`config.mk`:
```
export PLATFORM = sky130hd
export DESIGN_NAME = sysmanage_arbiter
export DESIGN_NICKNAME = d
export VERILOG_FILES = /design/src/rtl/sysmanage_pkg.sv /design/src/rtl/sysmanage_rr_arb.sv /design/src/rtl/sysmanage_arbiter.sv
export SDC_FILE = /design/constraint.sdc
export NUM_CORES = 1
export LEC_CHECK = 0
export BUFFER_PORTS_ARGS = -buffer_cell sky130_fd_sc_hd__clkbuf_2
export CORE_MARGIN = 10
export CORE_UTILIZATION = 55
export CTS_BUF_LIST = sky130_fd_sc_hd__clkbuf_8
export DETAILED_ROUTE_END_ITERATION = 7
export MAX_ROUTING_LAYER = met4
export PLACE_DENSITY_LB_ADDON = 0.2
export REMOVE_ABC_BUFFERS = 1
export SYNTH_ARGS = -nofsm -noshare
export SYNTH_HDL_FRONTEND = slang
export SYNTH_SLANG_ARGS = --single-unit
export TNS_END_PERCENT = 10
```
`constraint.sdc`:
```
create_clock -name clk_i -period 6.3 [get_ports clk_i]
set_clock_uncertainty 0.05 [all_clocks]
set_input_delay 0 -clock clk_i [delete_from_list [all_inputs] [get_ports clk_i]]
set_output_delay 0 -clock clk_i [all_outputs]
set_load 0.02 [all_outputs]
```
`src/rtl/sysmanage_pkg.sv`:
```
// Shared types and constants for the system-manage command arbiter.
// Holds the FSM state encoding, default parameters and the opcode set.
`timescale 1ns/1ps
package sysmanage_pkg;

    typedef enum logic [1:0] {
        IDLE  = 2'd0,
        ISSUE = 2'd1,
        WAIT  = 2'd2
    } state_e;

    localparam int DEF_NCH     = 4;
    localparam int DEF_CMD_W   = 8;
    localparam int DEF_TIMEOUT = 255;

    // Opcodes occupy the low byte of a command regardless of CMD_W.
    localparam logic [7:0] OP_NOP       = 8'h00;
    localparam logic [7:0] OP_STATUS    = 8'h01;
    localparam logic [7:0] OP_CLR_FAULT = 8'h02;
    localparam logic [7:0] OP_PWR_DOWN  = 8'h10;
    localparam logic [7:0] OP_PWR_UP    = 8'h11;
    localparam logic [7:0] OP_RESET_SUB = 8'h20;

    function automatic int unsigned wrap_inc(input int unsigned idx, input int unsigned n);
        return (idx + 1 >= n) ? 0 : idx + 1;
    endfunction

endpackage

```
`src/rtl/sysmanage_rr_arb.sv`:
```
// Combinational round-robin picker: first requester at or above ptr_i,
// wrapping past the top channel back to channel 0.
`timescale 1ns/1ps
module sysmanage_rr_arb
    import sysmanage_pkg::*;
#(
    parameter int NCH  = DEF_NCH,
    parameter int ID_W = $clog2(NCH)
) (
    input  logic [NCH-1:0]  req_i,
    input  logic [ID_W-1:0] ptr_i,
    output logic [NCH-1:0]  gnt_o,
    output logic [ID_W-1:0] gnt_idx_o
);

    logic [ID_W:0] pos;
    logic          found;

    // One extra bit on pos lets ptr+offset exceed NCH before the wrap.
    always_comb begin
        gnt_o     = '0;
        gnt_idx_o = '0;
        found     = 1'b0;
        pos       = '0;
        for (int i = 0; i < NCH; i++) begin
            pos = {1'b0, ptr_i} + (ID_W+1)'(i);
            if (pos >= (ID_W+1)'(NCH)) begin
                pos = pos - (ID_W+1)'(NCH);
            end
            if (!found && req_i[pos[ID_W-1:0]]) begin
                found                  = 1'b1;
                gnt_o[pos[ID_W-1:0]]   = 1'b1;
                gnt_idx_o              = pos[ID_W-1:0];
            end
        end
    end

endmodule

```
`src/rtl/sysmanage_arbiter.sv`:
```
// Round-robin arbiter funnelling NCH command channels into one
// system-manage slave, one transaction at a time, with a timeout.
`timescale 1ns/1ps
module sysmanage_arbiter
    import sysmanage_pkg::*;
#(
    parameter int NCH     = DEF_NCH,
    parameter int CMD_W   = DEF_CMD_W,
    parameter int TIMEOUT = DEF_TIMEOUT,
    localparam int ID_W   = $clog2(NCH)
) (
    input  logic                 clk_i,
    input  logic                 arst_n,
    input  logic [NCH-1:0]       m_valid_i,
    output logic [NCH-1:0]       m_ready_o,
    input  logic [NCH*CMD_W-1:0] m_command_i,
    output logic [NCH-1:0]       m_done_o,
    output logic [NCH-1:0]       m_err_o,
    output logic                 s_valid_o,
    input  logic                 s_ready_i,
    output logic [CMD_W-1:0]     s_command_o,
    output logic [ID_W-1:0]      s_src_o,
    input  logic                 s_done_i
);

    // Sized so TIMEOUT itself is representable and TIMEOUT=0 still gets one bit.
    localparam int CNT_W = $clog2(TIMEOUT + 2);

    state_e             state_q;
    logic [CMD_W-1:0]   cmd_q;
    logic [ID_W-1:0]    src_q;
    logic [ID_W-1:0]    rr_ptr_q;
    logic [ID_W-1:0]    rr_ptr_d;
    logic [CNT_W-1:0]   cnt_q;
    logic [CNT_W-1:0]   cnt_d;
    logic               s_valid_q;
    logic [NCH-1:0]     done_q;
    logic [NCH-1:0]     err_q;

    logic [NCH-1:0]     gnt_oh;
    logic [ID_W-1:0]    gnt_idx;
    logic [CMD_W-1:0]   sel_cmd;
    logic [NCH-1:0]     src_oh;
    logic               timeout_hit;

    sysmanage_rr_arb #(
        .NCH  (NCH),
        .ID_W (ID_W)
    ) u_rr_arb (
        .req_i     (m_valid_i),
        .ptr_i     (rr_ptr_q),
        .gnt_o     (gnt_oh),
        .gnt_idx_o (gnt_idx)
    );

    always_comb begin
        sel_cmd = '0;
        for (int k = 0; k < NCH; k++) begin
            if (gnt_idx == ID_W'(k)) begin
                sel_cmd = m_command_i[k*CMD_W +: CMD_W];
            end
        end
    end

    assign src_oh      = {{(NCH-1){1'b0}}, 1'b1} << src_q;
    assign rr_ptr_d    = ID_W'(wrap_inc(32'(src_q), NCH));
    assign cnt_d       = (cnt_q == '1) ? cnt_q : cnt_q + 1'b1;
    // Fires on the edge where the counter reaches TIMEOUT, so the error and
    // the dropped s_valid_o are visible in the cycle the count equals TIMEOUT.
    assign timeout_hit = (TIMEOUT != 0) && (cnt_d == CNT_W'(TIMEOUT));

    // Gating with arst_n keeps the accept low while reset is held.
    assign m_ready_o   = (state_q == IDLE && arst_n) ? gnt_oh : '0;

    assign s_valid_o   = s_valid_q;
    assign s_command_o = cmd_q;
    assign s_src_o     = src_q;
    assign m_done_o    = done_q;
    assign m_err_o     = err_q;

    always_ff @(posedge clk_i or negedge arst_n) begin
        if (!arst_n) begin
            state_q   <= IDLE;
            cmd_q     <= '0;
            src_q     <= '0;
            rr_ptr_q  <= '0;
            cnt_q     <= '0;
            s_valid_q <= 1'b0;
            done_q    <= '0;
            err_q     <= '0;
        end else begin
            done_q <= '0;
            err_q  <= '0;
            case (state_q)
                IDLE: begin
                    if (|m_valid_i) begin
                        cmd_q     <= sel_cmd;
                        src_q     <= gnt_idx;
                        cnt_q     <= '0;
                        s_valid_q <= 1'b1;
                        state_q   <= ISSUE;
                    end
                end
                ISSUE: begin
                    cnt_q <= cnt_d;
                    if (s_ready_i && s_done_i) begin
                        done_q    <= src_oh;
                        rr_ptr_q  <= rr_ptr_d;
                        s_valid_q <= 1'b0;
                        state_q   <= IDLE;
                    end else if (timeout_hit) begin
                        err_q     <= src_oh;
                        rr_ptr_q  <= rr_ptr_d;
                        s_valid_q <= 1'b0;
                        state_q   <= IDLE;
                    end else if (s_ready_i) begin
                        s_valid_q <= 1'b0;
                        state_q   <= WAIT;
                    end
                end
                WAIT: begin
                    cnt_q <= cnt_d;
                    if (s_done_i) begin
                        done_q   <= src_oh;
                        rr_ptr_q <= rr_ptr_d;
                        state_q  <= IDLE;
                    end else if (timeout_hit) begin
                        err_q    <= src_oh;
                        rr_ptr_q <= rr_ptr_d;
                        state_q  <= IDLE;
                    end
                end
                default: begin
                    s_valid_q <= 1'b0;
                    state_q   <= IDLE;
                end
            endcase
        end
    end

    a_single_pulse: assert property (@(posedge clk_i) disable iff (!arst_n)
        $onehot0(m_done_o | m_err_o) && !(|m_done_o && |m_err_o));

    a_ready_idle_only: assert property (@(posedge clk_i) disable iff (!arst_n)
        (state_q != IDLE) |-> (m_ready_o == '0));

    a_issue_stable: assert property (@(posedge clk_i) disable iff (!arst_n)
        (s_valid_o && !s_ready_i) |=> ($stable(s_command_o) && $stable(s_src_o)));

endmodule

```
### After elaboration in Yosys (flattened, before gate mapping)

Index checks and enable logic that the tools add are counted.

| operators by class | value |
|---|---|
| magnitude comparators | 13 |
| shift-type cells | 1 |
| multiplexer cells | 63 |
| divide/modulo/power cells | 0 |
| reduce and logical (&&, ||, !) cells | 22 |
| equality and inequality tests | 10 |
| bitwise logic cells | 4 |
| add/subtract/negate cells | 9 |
| multiply operators | 0 |

Operators by type and width:

| kind | count |
|---|---|
| 2-to-1 mux 4 bit | 10 |
| 2-to-1 mux 2 bit | 18 |
| 2-to-1 mux 8 bit | 4 |
| 2-to-1 mux 9 bit | 2 |
| one-hot mux 9 bit (2 select lines) | 1 |
| one-hot mux 4 bit (2 select lines) | 2 |
| 2-to-1 mux 1 bit | 15 |
| >= comparator 3 bit, second input constant | 4 |
| less-than comparator 2 x 3 -> 1 bit, second input constant | 4 |
| OR 4 bit | 3 |
| adder 9 x 1 -> 9 bit, second input constant | 1 |
| equality test 9 x 8 -> 1 bit, second input constant | 1 |
| equality test 9 bit, second input constant | 1 |
| logical AND 1 bit | 9 |
| binary-select mux 1 bit (select 2 bit) | 4 |
| demux 1 bit (select 2 bit) | 4 |
| >= comparator 2 x 1 -> 1 bit, second input constant | 4 |
| subtractor 2 x 1 -> 2 bit, second input constant | 4 |
| adder 2 x 1 -> 3 bit, second input constant | 2 |
| adder 2 x 2 -> 3 bit, second input constant | 2 |
| equality test 2 bit, second input constant | 3 |
| one-hot mux 2 bit (3 select lines) | 1 |
| AND reduction 3 bit | 2 |
| equality test 2 x 1 -> 1 bit, second input constant | 2 |
| 14 further kinds | 19 |

| word-level totals | value |
|---|---|
| bits in read-only memories | 0 |
| input port bits | 40 |
| word-level logic and storage cells | 130 |
| output and inout port bits | 23 |
| bits in latches | 0 |
| memories kept | 0 |
| bits in registers | 32 |
| RAM bits | 0 |

### Logic depth before layout (Yosys ltp)

Gate-level depths: netlist (run 1).

| logic depth | value |
|---|---|
| depth after elaboration | 19 |
| depth in mapped cells | 12 |
| mapped depth without buffers | 8 |

### By module

A second synthesis (run 1) with hierarchy kept.

| unflattened totals | value |
|---|---|
| cells, all modules | 240 |
| area total of the unflattened synthesis | 2324.7 um2 |

By module, submodules not included:

| module | times used | area an instance (um2) | cells each | seq. area each (um2) |
|---|---|---|---|---|
| sysmanage_arbiter | 1 | 1835.5 | 175 | 800.8 |
| sysmanage_rr_arb | 1 | 489.2 | 65 | 0.0 |

### Least setup slack after synthesis (run 1)

Ideal clock, no wire load.

| timing | value |
|---|---|
| path kind | register to register |
| start point | register rr_ptr_q[1] |
| end point | register cmd_q[6] (netlist: s_command_o[6]) |
| data required time | 6.117 ns |
| library setup time | 0.133 ns |
| setup slack | 3.167 ns |
| stages on the path, launching flop included | 12 |
| arrival | 2.950 ns |
| clock period less this slack | 3.133 ns |
| cells stage by stage | dfrtp_1 -> clkbuf_1 -> inv_1 -> ha_1 -> buf_2 -> mux4_2 -> nor4b_4 -> o21bai_1 -> o21ai_2 -> buf_6 -> o32ai_1 -> a211oi_2 |

| between the ends | value |
|---|---|
| cells in the longest elaborated chain, start to end | 19 |

Ends and longest elaborated chain:

| item | line | text |
|---|---|---|
| start: declaration | sysmanage_arbiter.sv:32 | `logic [ID_W-1:0] rr_ptr_q;` |
| start signal: assignment | sysmanage_arbiter.sv:108 | `rr_ptr_q <= rr_ptr_d;` |
| start signal: assignment | sysmanage_arbiter.sv:113 | `rr_ptr_q <= rr_ptr_d;` |
| start signal: assignment | sysmanage_arbiter.sv:125 | `rr_ptr_q <= rr_ptr_d;` |
| branches (longest 13 deep; another with adder 2 x 1 -> 3 bit) | - |  |
| 2-to-1 mux 2 bit (*) | sysmanage_rr_arb.sv:30 | `if (!found && req_i[pos[ID_W-1:0]]) begin` |
| logical NOT 2 bit | sysmanage_arbiter.sv:59 | `if (gnt_idx == ID_W'(k)) begin` |
| 2-to-1 mux 8 bit (3 in a row) | sysmanage_arbiter.sv:59 |  |
| 2-to-1 mux 8 bit (*) | sysmanage_arbiter.sv:59 |  |
| end signal: assignment | sysmanage_arbiter.sv:97 | `cmd_q <= sel_cmd;` |
| end: declaration | sysmanage_arbiter.sv:30 | `logic [CMD_W-1:0] cmd_q;` |

Every way passes the cells marked *. The select of a mux whose other input is x is not followed.
A chain may end at the register's enable or synchronous reset.

### Worst setup path in the final report (run 1)

| timing | value |
|---|---|
| start point | register rr_ptr_q[0] |
| end point | register cmd_q[7] (netlist: s_command_o[7]) |

Same word-level chain as after synthesis.

==> flow_summary.ini, run 1 <==
[status]
status = completed

[sta]
timing.final.crit_share = 0.6880
fin_ws_ns = 1.966
fmax_ghz = 0.2307
fin_setup_tns_ns = 0
whs_ns = 0.005863
rsz0062_at_grt = false
slew_headroom = 0.2581
setup_violations = 0
min_period_ns = 4.334
tightest_slew_ns = 1.105
final_hold_viol_count = 0
final_max_slew_viol_count = 0

[yosys]
synth_cell_types = 57
netlist_top_cells_area = dfrtp_1 33%, ha_1 7.8%, nor2_1 4.7%
synth_common_cells = 32 x dfrtp_1, 30 x nor2_1, 26 x nand2_1, 19 x a21oi_1, 18 x o21ai_0
yosysTopAreaCell = dfrtp_1
synth_most_common_cell = dfrtp_1
synth_edf_count = 0
ys_warn_count = 0
synth_seq_area_share = 0.3316
syn_area_mm2 = 0.002415
syn_inst = 269
synth.avg_cell_area_um2 = 8.977
synth-seq-cells = 32
synth_flop_cell = dfrtp_1
async_reset_ff_frac = 1.000
synth_top_cell_area_share = 0.3316

[clock_tree]
clock_latency_ns = 0.29
clkSinkCount = 32
clk_path_buf_depth = 2
post_cts_resized = 0
cts_tree = yes
clock-root-buffer = clkbuf_8
tritoncts.num_buffers = 5
htree_num_levels = 2
clk_pin_slew_worst_paths_ns = 0.07

[route]
ant_nets = 0
wl_per_cell_um = 16.49
vias = 2314
first_pass_iters = 4
drt_iter0_markers = 160
drc = 0
via_per_inst = 6.026
routed_wirelength_um = 6333

[worst_hold_path]
worstHoldPathType = in -> reg
min_to = s_command_o[6]
hold_start = m_command_i[6]
min_path_cells = 3

[placement]
pre_cts_slack_ns = 2.504
gp_congestion = 0.8946
detailed_place_hpwl_um = 4559
port_buffers = 62

[floorplanning]
core_mm2 = 0.004294
die_x_um = 86.26
io_pins = 63
fp-row-count = 24
dieArea_mm2 = 0.007441
initial_utilization = 0.5624
die_h_um = 86.26

[global_route]
grt_max_degree = 34
antenna_found_initial = 0
grt_pass1_vias = 2216
grt-ovfl-total = 0
grt_pass1_wl_um = 10390
gr-usage-all-layers = 0.1684

[finish]
area_growth_pct = 20.98
final_nets = 386
diodes = 0
drive_above_1_share = 0.2681
final_util = 0.6804

[power_and_ir_drop]
ir_drop_mv = 0.2556
p_leak_nw = 1.296
combinationalPowerShare = 0.614
power_frac_seq = 0.235
p_clk_frac = 0.152
p_switching_uw = 704.5
swShare = 0.4823
power.density_mw_per_mm2 = 500.0
internal-power_uw = 756.3

[critical_path]
start_kind = register
cp-end-kind = register
cp_data_arrival_time_ns = 4.51
r2r_slack_ns = 1.97
reg2reg_from = rr_ptr_q[0]
required_ns = 6.47
rr_worst_depth = 9
path_max_fanout = 17
worstReg2RegEnd = s_command_o[7]
crit_type = reg -> reg

[flow_run]
cap_violations = 0
power by group through the flow:
stage | sequential [mW] | clock [mW] | combinational [mW]
after detailed placement | 0.346 | 0 | 0.874
after global placement | 0.345 | 0 | 0.853
after floorplan | 0.377 | 0 | 0.615
after global routing | 0.355 | 0.233 | 0.988
final | 0.343 | 0.222 | 0.896
after CTS | 0.344 | 0.223 | 0.892
registers in the layout (all words and copies together), names as in the netlist:
signal	count
cnt_q	9
s_command_o	8
m_done_o	4
m_err_o	4
rr_ptr_q	2
s_src_o	2
state_q	2
s_valid_o	1
stage by stage:
stage          instances  instance area (um^2)  power [mW]
6_report             384                  2922       1.461
3_5_place_dp         366                  2695       1.220
4_1_cts              384                  2922       1.459
5_1_grt              384                  2922       1.576
2_1_floorplan        251                  2312      0.9915
3_3_place_gp         366                  2695       1.198
kinds of logic (layout without fill, tap and decap cells):
| logic type | count (synthesis) | in the layout | share of synthesized area |
|---|---|---|---|
| adder cells (fa/ha/maj) | 15 | 15 | 0.07772 |
| AO/OA/AOI/OAI | 94 | 94 | 0.2953 |
| buffers and inverters | 28 | 91 | 0.05803 |
| AND/OR/NAND/NOR | 95 | 95 | 0.1959 |
| flip-flops | 32 | 32 | 0.3316 |
| multiplexers | 5 | 5 | 0.04145 |
critical path, cell delays in order (launching register included):
cell and delay (ns):
dfrtp_1 0.67, inv_1 0.21, ha_1 0.49, mux4_2 0.67
nor4b_4 0.46, o21bai_1 0.22, o21a_1 0.54, nor3_1 0.14
a211oi_2 0.24, dlygate4sd3_1 0.58
layout by cell type, fill, tap and decap left out, types with 2 or more instances in the layout:
| cell | Yosys | final |
|---|---|---|
| inv_1 | 10 | 10 |
| o21ai_0 | 18 | 18 |
| a21oi_1 | 19 | 19 |
| clkbuf_2 | 0 | 62 |
| and2_1 | 3 | 3 |
| o21bai_1 | 2 | 2 |
| a22o_1 | 3 | 3 |
| dfrtp_1 | 32 | 32 |
| o32ai_1 | 8 | 8 |
| nor2_1 | 30 | 30 |
| nand4_1 | 3 | 3 |
| nand2b_1 | 3 | 3 |
| a31oi_1 | 3 | 3 |
| nand3b_1 | 2 | 2 |
| ha_1 | 15 | 15 |
| a211oi_2 | 8 | 8 |
| mux4_2 | 4 | 4 |
| nor2b_1 | 2 | 2 |
| and3_1 | 2 | 2 |
| o21a_1 | 6 | 6 |
| nor3_1 | 11 | 11 |
| nand2_1 | 26 | 26 |
| a22oi_1 | 5 | 5 |
| dlygate4sd3_1 | 0 | 10 |
| nand3_1 | 4 | 4 |
| a221oi_1 | 4 | 4 |
| clkbuf_8 | 0 | 7 |
repair_timing:
action                                 CTS  global route
buffers inserted                         0             0
endpoints found under the hold margin   40             0
hold buffers                            10             0
area by class of cell:
type                            count  area (um^2)
Timing Repair Buffer               73        417.9
Inverter                           10        37.54
Sequential cell                    32        800.8
Multi-Input combinational cell    209         1474
Fill cell                         354         1373
Clock inverter                      1        30.03
Clock buffer                        7        96.34
Tap cell                           52        65.06
metal layers:
layer	track usage	vias to the layer above	wire (um)
met1	0.2155	1105	2783
li1	-	1128	-
met5	-	-	0
met3	0.06098	4	521
met4	0.02209	0	24
met2	0.2563	77	3003
worst max path at each step:
stage                 from              to  slack (ns)
2_1_floorplan  rr_ptr_q[0]  s_command_o[0]        3.06
5_1_grt        rr_ptr_q[0]  s_command_o[7]        1.65
4_1_cts        rr_ptr_q[0]  s_command_o[7]        2.04
6_report       rr_ptr_q[0]  s_command_o[7]        1.97
3_3_place_gp   rr_ptr_q[0]  s_command_o[0]        2.69
3_5_place_dp   rr_ptr_q[0]  s_command_o[0]        2.50
(Power assumes the default switching activity.)
==> inputs of run 2 (changes only) <==
--- a/config.mk
+++ b/config.mk
@@ -5,9 +5,10 @@
 export SDC_FILE = /design/constraint.sdc
 export NUM_CORES = 1
 export LEC_CHECK = 0
+export ABC_AREA = 1
 export BUFFER_PORTS_ARGS = -buffer_cell sky130_fd_sc_hd__clkbuf_2
 export CORE_MARGIN = 10
-export CORE_UTILIZATION = 55
+export CORE_UTILIZATION = 50
 export CTS_BUF_LIST = sky130_fd_sc_hd__clkbuf_8
 export DETAILED_ROUTE_END_ITERATION = 7
 export MAX_ROUTING_LAYER = met4
==> constraint.sdc (replaced) <==
create_clock -name clk_i -period 3.6 [get_ports clk_i]
set_clock_uncertainty 0.05 [all_clocks]
set_input_delay 0 -clock clk_i [delete_from_list [all_inputs] [get_ports clk_i]]
set_output_delay 0 -clock clk_i [all_outputs]
set_load 0.02 [all_outputs]
==> flow_summary.ini, run 2 <==
[status]
status = completed

[sta]
final_hold_viol_count = 0
fmax_ghz = 0.3719
rsz0062_at_grt = false
fin_setup_tns_ns = 0
setup_violations = 0
slew_headroom = 0.4537
min_period_ns = 2.689
timing.final.crit_share = 0.7469
whs_ns = 0.007660
tightest_slew_ns = 0.8195
final_max_slew_viol_count = 0

[flow_run]
cap_violations = 0

[finish]
area_growth_pct = 21.32
diodes = 0
largest_reg_flops = 9
layout_commonest_cell = nand2_1
final_cell_mix = 90 x nand2_1, 62 x clkbuf_2, 43 x inv_1, 38 x nand3_1, 32 x dfrtp_1
final_area_mm2 = 0.003097
top_register = cnt_q
final_nets = 471
n_fill_cell = 433
drive_above_1_share = 0.2638

[floorplanning]
io_pins = 63
initial_utilization = 0.5265
core_mm2 = 0.004848
dieArea_mm2 = 0.008363
fp-row-count = 25
die_x_um = 91.45
die_h_um = 91.45

[route]
routed_wirelength_um = 6860
via_per_inst = 5.271
ant_nets = 0
wl_per_cell_um = 14.17
drt_iter0_markers = 187
first_pass_iters = 4
vias = 2551
drc = 0

[worst_hold_path]
min_path_cells = 5
hold_start = m_command_i[31]
worstHoldPathType = in -> reg
min_to = s_command_o[7]

[yosys]
synth_seq_area_share = 0.3137
syn_inst = 341
synth_top_cell_area_share = 0.3137
synth_common_cells = 90 x nand2_1, 42 x inv_1, 38 x nand3_1, 32 x dfrtp_1, 22 x nand4_1
synth_edf_count = 0
synth.avg_cell_area_um2 = 7.485
syn_area_mm2 = 0.002552
yosysTopAreaCell = dfrtp_1
synth-seq-cells = 32
netlist_top_cells_area = dfrtp_1 31%, nand2_1 13%, nand3_1 7.5%
ys_warn_count = 0
synth_cell_types = 38
synth_flop_cell = dfrtp_1
async_reset_ff_frac = 1.000
synth_most_common_cell = nand2_1

[critical_path]
path_max_fanout = 18
setup.worst_path.start = rr_ptr_q[0]
reg2reg_from = rr_ptr_q[0]
crit_type = reg -> reg
worstReg2RegEnd = s_command_o[2]
required_ns = 3.78
cp-end-kind = register
r2r_slack_ns = 0.91
rr_worst_depth = 14
start_kind = register
cp_data_arrival_time_ns = 2.87

[clock_tree]
clkSinkCount = 32
clock_latency_ns = 0.29
clock-root-buffer = clkbuf_8
clk_pin_slew_worst_paths_ns = 0.08
htree_num_levels = 2
clk_path_buf_depth = 2
cts_tree = yes
tritoncts.num_buffers = 5

[placement]
detailed_place_hpwl_um = 5264
postPlaceCellArea_mm2 = 0.002903
port_buffers = 62
gp_congestion = 0.9005

[global_route]
grt-ovfl-total = 0
antenna_found_initial = 0
grt_pass1_wl_um = 11540
grt_max_degree = 34
gr-usage-all-layers = 0.1687
grt_pass1_vias = 2451

[power_and_ir_drop]
ir_drop_mv = 0.4182
p_leak_nw = 1.655
power.density_mw_per_mm2 = 871.3
## run 2: cell types whose count changed in the layout (fill, tap and decap cells not counted), sizes merged, moves of 11 or more
cell / delta
nand2: +76
nand4: +21
nor2: -12
inv: +37
nand3: +46
a21oi: -11
## run 2: worst max-delay path by stage
stage               cells after the start              to
floorplan                              14  s_command_o[0]
global route                           14  s_command_o[0]
CTS                                    14  s_command_o[2]
detailed placement                     14  s_command_o[2]
global placement                       14  s_command_o[5]
finish                                 14  s_command_o[2]
## run 2: metrics by stage
step                total power, mW  cells  utilization  setup WS [ns]
finish                        2.698    484       0.6387         0.9111
global route                  2.971    484       0.6387         0.6513
CTS                           2.706    484       0.6387         0.9107
detailed placement            2.401    466       0.5987         0.9246
global placement              2.352    466       0.5987          1.054
floorplan                     1.955    336            -          1.263
## run 2: power breakdown
group	internal [mW]	leakage [nW]	switching, mW	total (mW)
clock network	0.152	0.0486	0.137	0.289
registers	0.472	0.415	0.110	0.581
logic	0.585	1.19	1.24	1.83
total	1.21	1.65	1.49	2.70
## run 2: layer usage
metal	share of wire	track usage	vias up
li1	-	-	1287
met1	0.44	0.2061	1184
met2	0.50	0.2719	72
met3	0.050	0.03704	8
met4	0.011	0.04830	0
met5	0	-	-
## run 2: cell type report
class,instances,area [um^2],share of cell area
flip-flops and latches,32,800.8,0.2586
clock inverters,2,11.26,0.003636
multi-input cells,255,1509,0.4873
well taps,67,83.83,0.02707
clock buffers,6,82.58,0.02667
inverters,49,191.4,0.06182
repair buffers,73,417.9,0.1349
## run 2: cells by family after synthesis
group                      after synthesis  synth area share
buffers and inverters                   54           0.09509
and+or+nand+nor                        204            0.4284
DFF                                     32            0.3137
AOI/OAI and AO/OA                       32           0.07549
adders and majority gates               15           0.07353
xor gates and xnor gates                 4           0.01372
## run 2: critical path, stage by stage (launching register included)
cell and delay [ns]:
dfrtp_1 0.67, inv_8 0.11, ha_1 0.37, inv_1 0.11, nand3_1 0.11, nand2_2 0.09, nor2_4 0.16, nand2_1 0.10
nand3_4 0.18, nand2_4 0.18, nor2_4 0.23, nand2_1 0.08, nand4_1 0.08, nand2_1 0.06, nand2_1 0.06
## run 2: repair_timing
| item | in CTS | in global routing |
|---|---|---|
| endpoints found under the hold margin | 41 | 0 |
| hold buffers | 10 | 0 |
| gates resized for setup | 0 | 0 |
| buffers inserted | 0 | 0 |
| endpoints found under the setup margin | 0 | 0 |
